==> src/rtl/eth_vlg_ram_pkg.sv <==
// Shared types and constants for the RAM reader stream.
// Latency: n/a. Backpressure: n/a.
package eth_vlg_ram_pkg;

  typedef enum logic [1:0] {IDLE, READ, DRAIN} rd_state_t;

  localparam int RD_FIFO_DEPTH = 4;
  localparam int RAM_RD_LAT    = 1;

  // Per-read markers that travel alongside the RAM read latency.
  typedef struct packed {
    logic vld;
    logic sof;
    logic eof;
  } rd_tag_t;

endpackage

==> src/rtl/eth_vlg_rd_fifo.sv <==
// Small synchronous FIFO holding fetched words with their frame markers.
// Latency: write visible at head next cycle. Backpressure: none; caller must respect count.
module eth_vlg_rd_fifo #(
  parameter int W     = 10,
  parameter int DEPTH = 4
) (
  input  logic                         clk,
  input  logic                         rst_n,
  input  logic                         wr,
  input  logic [W-1:0]                 wr_dat,
  input  logic                         rd,
  output logic [W-1:0]                 rd_dat,
  output logic [$clog2(DEPTH+1)-1:0]   count
);

  localparam int PW = $clog2(DEPTH);

  logic [W-1:0]  mem [DEPTH];
  logic [PW-1:0] wr_ptr;
  logic [PW-1:0] rd_ptr;

  always_ff @(posedge clk or negedge rst_n) begin
    if (!rst_n) begin
      for (int i = 0; i < DEPTH; i++) mem[i] <= '0;
      wr_ptr <= '0;
      rd_ptr <= '0;
      count  <= '0;
    end else begin
      if (wr) begin
        mem[wr_ptr] <= wr_dat;
        wr_ptr      <= wr_ptr + PW'(1);
      end
      if (rd) rd_ptr <= rd_ptr + PW'(1);
      case ({wr, rd})
        2'b10:   count <= count + 1'b1;
        2'b01:   count <= count - 1'b1;
        default: count <= count;
      endcase
    end
  end

  assign rd_dat = mem[rd_ptr];

  a_no_overflow: assert property (@(posedge clk) disable iff (!rst_n)
    !(wr && !rd && (count == ($clog2(DEPTH+1))'(DEPTH))));

endmodule

==> src/rtl/eth_vlg_ram_rd_stream.sv <==
// Fetches len words from a RAM port starting at addr and emits them as a sof/eof stream.
// Latency: first val 3 cycles after request acceptance. Backpressure: rdy stalls output; reads pause when FIFO credits run out.
module eth_vlg_ram_rd_stream
  import eth_vlg_ram_pkg::*;
#(
  parameter int AW = 16,
  parameter int DW = 8,
  parameter int LW = 16
) (
  input  logic          clk,
  input  logic          rst_n,
  input  logic          req_val,
  input  logic [AW-1:0] req_addr,
  input  logic [LW-1:0] req_len,
  output logic          req_rdy,
  output logic [AW-1:0] ram_a,
  output logic          ram_w,
  output logic [DW-1:0] ram_d,
  input  logic [DW-1:0] ram_q,
  output logic [DW-1:0] dat,
  output logic          val,
  output logic          sof,
  output logic          eof,
  input  logic          rdy,
  output logic          done
);

  localparam int CW = $clog2(RD_FIFO_DEPTH + 1);

  rd_state_t     state;
  logic [LW-1:0] len_q;
  logic [LW-1:0] issued;
  logic [1:0]    inflight;
  logic [CW-1:0] fifo_count;
  logic [DW+1:0] fifo_head;
  rd_tag_t       tag_pipe [RAM_RD_LAT];
  logic          issue;
  logic          push;
  logic          pop;

  assign ram_w = 1'b0;
  assign ram_d = '0;

  // Credit: never issue more reads than the FIFO can hold once they land.
  assign issue = (state == READ) && (issued < len_q) &&
                 ((4'(fifo_count) + 4'(inflight)) < 4'(RD_FIFO_DEPTH));
  assign push  = tag_pipe[RAM_RD_LAT-1].vld;
  assign val   = (fifo_count != '0);
  assign pop   = val && rdy;
  assign dat   = fifo_head[DW-1:0];
  assign sof   = val && fifo_head[DW+1];
  assign eof   = val && fifo_head[DW];

  always_ff @(posedge clk or negedge rst_n) begin
    if (!rst_n) begin
      state   <= IDLE;
      ram_a   <= '0;
      len_q   <= '0;
      issued  <= '0;
      done    <= 1'b0;
      req_rdy <= 1'b1;
    end else begin
      done <= 1'b0;
      case (state)
        IDLE: begin
          if (req_val) begin
            issued <= '0;
            len_q  <= req_len;
            if (req_len == '0) begin
              done <= 1'b1;
            end else begin
              ram_a   <= req_addr;
              state   <= READ;
              req_rdy <= 1'b0;
            end
          end
        end
        READ: begin
          if (issue) begin
            ram_a  <= ram_a + AW'(1);
            issued <= issued + LW'(1);
            if (issued + LW'(1) == len_q) state <= DRAIN;
          end
        end
        DRAIN: begin
          if (pop && eof) begin
            state   <= IDLE;
            done    <= 1'b1;
            req_rdy <= 1'b1;
          end
        end
        default: state <= IDLE;
      endcase
    end
  end

  always_ff @(posedge clk or negedge rst_n) begin
    if (!rst_n) begin
      for (int i = 0; i < RAM_RD_LAT; i++) tag_pipe[i] <= '0;
      inflight <= '0;
    end else begin
      tag_pipe[0] <= '{vld: issue,
                       sof: (issued == '0),
                       eof: (issued == len_q - LW'(1))};
      for (int i = 1; i < RAM_RD_LAT; i++) tag_pipe[i] <= tag_pipe[i-1];
      inflight <= inflight + 2'(issue) - 2'(push);
    end
  end

  eth_vlg_rd_fifo #(
    .W     (DW + 2),
    .DEPTH (RD_FIFO_DEPTH)
  ) u_fifo (
    .clk    (clk),
    .rst_n  (rst_n),
    .wr     (push),
    .wr_dat ({tag_pipe[RAM_RD_LAT-1].sof, tag_pipe[RAM_RD_LAT-1].eof, ram_q}),
    .rd     (pop),
    .rd_dat (fifo_head),
    .count  (fifo_count)
  );

endmodule

==> config.mk <==
export PLATFORM = sky130hd
export DESIGN_NAME = eth_vlg_ram_rd_stream
export DESIGN_NICKNAME = d
export VERILOG_FILES = /design/src/rtl/eth_vlg_ram_pkg.sv /design/src/rtl/eth_vlg_rd_fifo.sv /design/src/rtl/eth_vlg_ram_rd_stream.sv
export SDC_FILE = /design/constraint.sdc
export NUM_CORES = 1
export LEC_CHECK = 0
export BUFFER_PORTS_ARGS = -buffer_cell sky130_fd_sc_hd__clkbuf_2
export CORE_UTILIZATION = 55
export DETAILED_ROUTE_END_ITERATION = 6
export PLACE_DENSITY = 0.74
export REMOVE_ABC_BUFFERS = 1
export SLEW_MARGIN = 40
export SYNTH_ARGS = -nofsm -noshare
export SYNTH_HDL_FRONTEND = slang
export SYNTH_SLANG_ARGS = --single-unit
==> constraint.sdc <==
create_clock -name clk -period 4.23 [get_ports clk]
set_clock_uncertainty 0.1 [all_clocks]
set_input_delay 0.2115 -clock clk [delete_from_list [all_inputs] [get_ports clk]]
set_output_delay 0.2115 -clock clk [all_outputs]
set_load 0.005 [all_outputs]
* Word level (Yosys, flattened, before mapping) *
Index checks and enable logic that the tools add are counted.

word-level totals
  bits in registers = 104
  input port bits = 44
  output and inout port bits = 38
  logic and storage cells = 92

operators by class
  add/subtract/negate cells = 10
  magnitude comparators = 5
  eq/ne operators = 11
  muxes and demuxes = 28
  bitwise logic cells = 2
  reduce and logical (&&, ||, !) cells = 19

operators with widths
  operator                 number
  $mux W16                 5
  $pmux W16 S2             2
  $bwmux W40               1
  $add A16 B1 Y16 const B  2
  $eq A16 B16 Y1           2
  $logic_not A16 Y1        2
  $mux W10                 3
  $bmux W10 S2             1
  $demux W10 S2            1
  $lt A16 B16 Y1           1
  $sub A16 B1 Y16 const B  1
  $mux W2                  5
  $ne A2 B2 Y1 const B     4
  $reduce_and A4 Y1        2
  $logic_and A1 B1 Y1      7
  $ge A3 B3 Y1 const B     2
  $mux W1                  6
  $not A2 Y3               2
  $pmux W2 S3              1
  $pmux W3 S2              1
  $reduce_bool A2 Y1       3
  $reduce_and A5 Y1        1
  $add A2 B1 Y2 const B    2
  $add A3 B2 Y4            1
  other kinds (14)         17

* Depth between registers and ports, before layout *
  depth in word-level cells = 8
  depth in mapped cells = 14
  depth with buffers taken out = 11

* Cells and area by module *
From an unflattened synthesis, not the netlist that was laid out.

second synthesis, totals
  cells, all modules = 624
  area total of the unflattened synthesis = 6223.5 um^2

modules (own cells, without submodules)
  module                 times used  cells each  area an instance (um^2)  seq. area each (um^2)
  eth_vlg_ram_rd_stream  1           496         4132.7                   1427.6
  eth_vlg_rd_fifo        1           128         2090.8                   1176.1

* Least setup slack after synthesis *
Ideal clock, no wire load.

  kind = register -> register
  from = reg len_q[4]
  to = reg inflight[1]
  setup time = 123 ps
  arrival = 2630 ps
  data required time = 4007 ps
  slack = 1377 ps
  cell stages (with the launch flop) = 14
  buffers on the path = 3
  clock period less this slack = 2853 ps
  path through = dfrtp_1 -> clkbuf_1 -> inv_1 -> ha_1 -> nor2b_1 -> nor4b_1 -> o211ai_1 -> clkbuf_1 -> clkbuf_1 -> ha_1 -> inv_1 -> ha_1 -> xnor2_1 -> xnor2_1

between the ends
  word-level cells in the longest chain between the ends = 5

RTL lines
  element                            line                          source
  start, declared                    eth_vlg_ram_rd_stream.sv:31   logic [LW-1:0] len_q;
  start signal, assigned             eth_vlg_ram_rd_stream.sv:68   len_q <= req_len;
  $lt A16 B16 Y1                     eth_vlg_ram_rd_stream.sv:45   assign issue = (state == READ) && (issued < len_q) &&
  $logic_and A1 B1 Y1 (2 in series)  eth_vlg_ram_rd_stream.sv:45
  $add A2 B1 Y2                      eth_vlg_ram_rd_stream.sv:106  inflight <= inflight + 2'(issue) - 2'(push);
  $sub A2 B1 Y2                      eth_vlg_ram_rd_stream.sv:106
  end signal, assigned               eth_vlg_ram_rd_stream.sv:106
  end, declared                      eth_vlg_ram_rd_stream.sv:33   logic [1:0] inflight;

Every way passes these cells.
A chain may end at the register's enable or synchronous reset.

* Final worst setup path *
  from = reg len_q[7]
  to = reg issued[12]

between the ends
  word-level cells in the longest chain between the ends = 5

RTL lines
  element                             line                         source
  $lt A16 B16 Y1                      eth_vlg_ram_rd_stream.sv:45
  $logic_and A1 B1 Y1 (2 in series)   eth_vlg_ram_rd_stream.sv:45
  $ne A2 B2 Y1 (no source line)       --
  $reduce_and A3 Y1 (no source line)  --
  end signal, assigned                eth_vlg_ram_rd_stream.sv:81  issued <= issued + LW'(1);
  end, declared                       eth_vlg_ram_rd_stream.sv:32  logic [LW-1:0] issued;

Every way passes these cells.

==> metrics.txt <==
status complete, no violations; Die Wd 110 um; vias in the first global route 5,195; Antenna Nets Post-Route 0; Die Y 110 um; core area 11,400 um2; Post-synth EDFFs 0; pwr dens 311 nW/um2; Async SR Flop Fraction 100%; LEAKAGE 3.36 nW; Crit. End Element flop; DR vias 5,460; CTS tree done; vias per cell 6.19; Netlist cell types 62; # diodes 0; worst-case clock buffer depth 2; fillers 959; dpl hpwl 11,100 um; first-pass GRT wire length 25,500 um; Fmax 327 MHz; initial antenna violation count 0; Reg-to-Reg Start len_q[7]$_DFFE_PN0P_; Internal 1.64 mW; setup violators final 0; Top FF cell, synth dfrtp_1; largest net degree at the start of global routing 67; drt first pass iters 7; Overflow after GRT 0; sequential-to-total area share from yosys stat 40.4%; clock latency on the worst-skew pair 360 ps; DRC 0; Final Critical Period 3060 ps; RSZ-0062 raised after global routing no; Max Slew Vio Count 0; switch share 27.6%; Worst VDD drop 0.313 mV; Crit Path Category reg2reg; cts bufs inserted 9; CTS H-tree lvls 3; max-cap violations 0; Root Driver clkbuf_16; CP Max Fanout 40; FF-to-FF path depth 10; IO Port Bufs 72; # IOs 82; DRT Wirelength 15,700 um; Synth Register Bits 104; die area 12,200 um2; Clock power frac 36.9%; Arr. time, crit path 3210 ps; CP startpoint len_q[7]$_DFFE_PN0P_; clock-pin slew on the worst setup and hold paths 70 ps; part of the power in registers 49.6%; Synth Cell Area 6450 um2; Sw Pwr 0.626 mW; WHS 14.2 ps; area delta synth->final 13.0%; flop2flop setup slack 1170 ps; Synth Instances 670; Critical Path RT 4380 ps; # clock sinks 104; syn_area_per_cell 9.62 um2; Hold Vio Cnt, Final 0; Syn. warnings 0; PostCTS Resize Cnt 0; RePlAce Congestion 0.921; Worst Setup EP issued[12]$_DFFE_PN0P_; final setup TNS 0 ps; nets@finish 807; FF-to-FF End issued[12]$_DFFE_PN0P_; Critical Path Source Type flop; Logic pwr share 13.6%; Slew HR 50.4%; Hold Path Class in2reg; Final Cycle Share 72.3%; Starting DRT DRC Count 387; Starting Density 56.5%; Rows 39; Worst Max-Slew Pin Slew 744 ps; share of cells above drive strength 1 20.8%; WL/cell 17.8 um; gr usage total 27.4%
synthesized netlist by cell type (10+ instances only):
cell type	n	area [um2]
dfrtp_1	103	2580
nand2_1	60	225
o21ai_0	42	210
mux2_2	41	462
inv_1	37	139
a21oi_1	32	160
nor2_1	30	113
ha_1	28	350
clkbuf_1	27	101
nor3_1	22	110
xnor2_1	21	184
nand3_1	19	95.1
nor4_1	16	100
a31oi_1	13	81.3
o22ai_1	11	68.8
mux4_2	10	225
nand4_1	10	62.6
o211ai_1	10	75.1
worst min path at each step:
stage                      from                         end  cells after the start
floorplan                 rst_n              done$_DFF_PN0_                      0
global placement          rst_n       len_q[12]$_DFFE_PN0P_                      1
detailed placement        rst_n       len_q[15]$_DFFE_PN0P_                      1
CTS                 req_len[14]       len_q[14]$_DFFE_PN0P_                      3
global route           ram_q[1]  u_fifo.mem[21]$_DFFE_PN0P_                      2
finish              req_len[14]       len_q[14]$_DFFE_PN0P_                      3
sequential cells by signal, indices dropped and copies added (netlist names):
name           flops
tag_pipe           2
state              2
u_fifo.count       3
u_fifo.wr_ptr      2
done               1
push               1
issued            16
len_q             16
u_fifo.mem        40
req_rdy            1
u_fifo.rd_ptr      2
ram_a             16
inflight           2
cell families after synthesis:
family                   share of synthesized area, %
other                                          0.0582
AND/OR/NAND/NOR                                  16.5
flip-flops                                       40.4
multiplexers                                     11.1
adder cells (fa/ha/maj)                          5.90
AO/OA/AOI/OAI                                    16.2
XOR/XNOR                                         4.08
buffers and inverters                            5.74
cell usage in the layout (no fill, tap or decap), types with 7 or more instances in the layout:
cell and instances:
mux2_2 41, a21o_1 8, nor2b_1 7, ha_1 28, o211ai_1 10, and3_1 7, o22ai_1 11, nand4_1 10
clkbuf_16 9, a21oi_1 32, nor4_1 16, nand2_1 60, a31oi_1 13, and2_1 9, clkbuf_2 71, o22a_1 9
o21ai_0 42, nand3_1 19, nor2_1 30, conb_1 9, dfrtp_1 103, xnor2_1 21, mux4_2 10, inv_1 37
xor2_1 9, nor3_1 22, dlygate4sd3_1 16
per-layer routing:
metal | up-vias | global-route usage [%] | wire length [um]
met5 | - | 0 | 0
met4 | 0 | 10.2 | 347
met3 | 29 | 3.64 | 748
met2 | 201 | 44.5 | 7720
met1 | 2668 | 37.2 | 6860
li1 | 2562 | - | -
cell type report:
cell class                      instances  area (um2)  area share (%)
Inverter                               37         139            1.91
Timing Repair Buffer                   93         564            7.74
Sequential cell                       104        2600            35.7
Tap cell                              143         179            2.45
Clock inverter                          7        71.3           0.979
Multi-Input combinational cell        489        3510            48.1
Clock buffer                            9         225            3.09
worst max-delay path, cell delays in order, from the launching register on:
cell and delay [ps]:
dfrtp_1 500, inv_1 150, ha_1 340, a21oi_1 130
nand2_1 90, nor4b_1 350, o211ai_1 150, buf_4 280
inv_1 420, o21ai_0 220, a21o_1 210
power by group through the flow:
| stage | registers (mW) | logic (mW) | clock network (mW) |
|---|---|---|---|
| floorplan | 1.12 | 0.189 | 0 |
| global placement | 1.14 | 0.292 | 0 |
| detailed placement | 1.15 | 0.301 | 0 |
| CTS | 1.13 | 0.313 | 0.846 |
| global route | 1.14 | 0.349 | 0.890 |
| finish | 1.12 | 0.308 | 0.837 |
timing repair:
| item | CTS | global route |
|---|---|---|
| hold buffers | 16 | 0 |
| endpoints found under the setup margin | 0 | 0 |
| buffers inserted | 0 | 0 |
| hold endpoints to repair | 80 | 0 |
stage by stage:
step | cells | power (mW) | setup slack (ps) | util, % | area [um2]
after floorplan | 630 | 1.31 | 495 | - | 6250
after global placement | 850 | 1.43 | 1410 | 59.8 | 6830
after detailed placement | 850 | 1.45 | 1300 | 59.8 | 6830
after CTS | 882 | 2.29 | 1250 | 63.8 | 7280
after global routing | 882 | 2.38 | 998 | 63.8 | 7290
final | 882 | 2.27 | 1170 | 63.8 | 7290
Note: power is estimated with default switching activity, not from simulation.
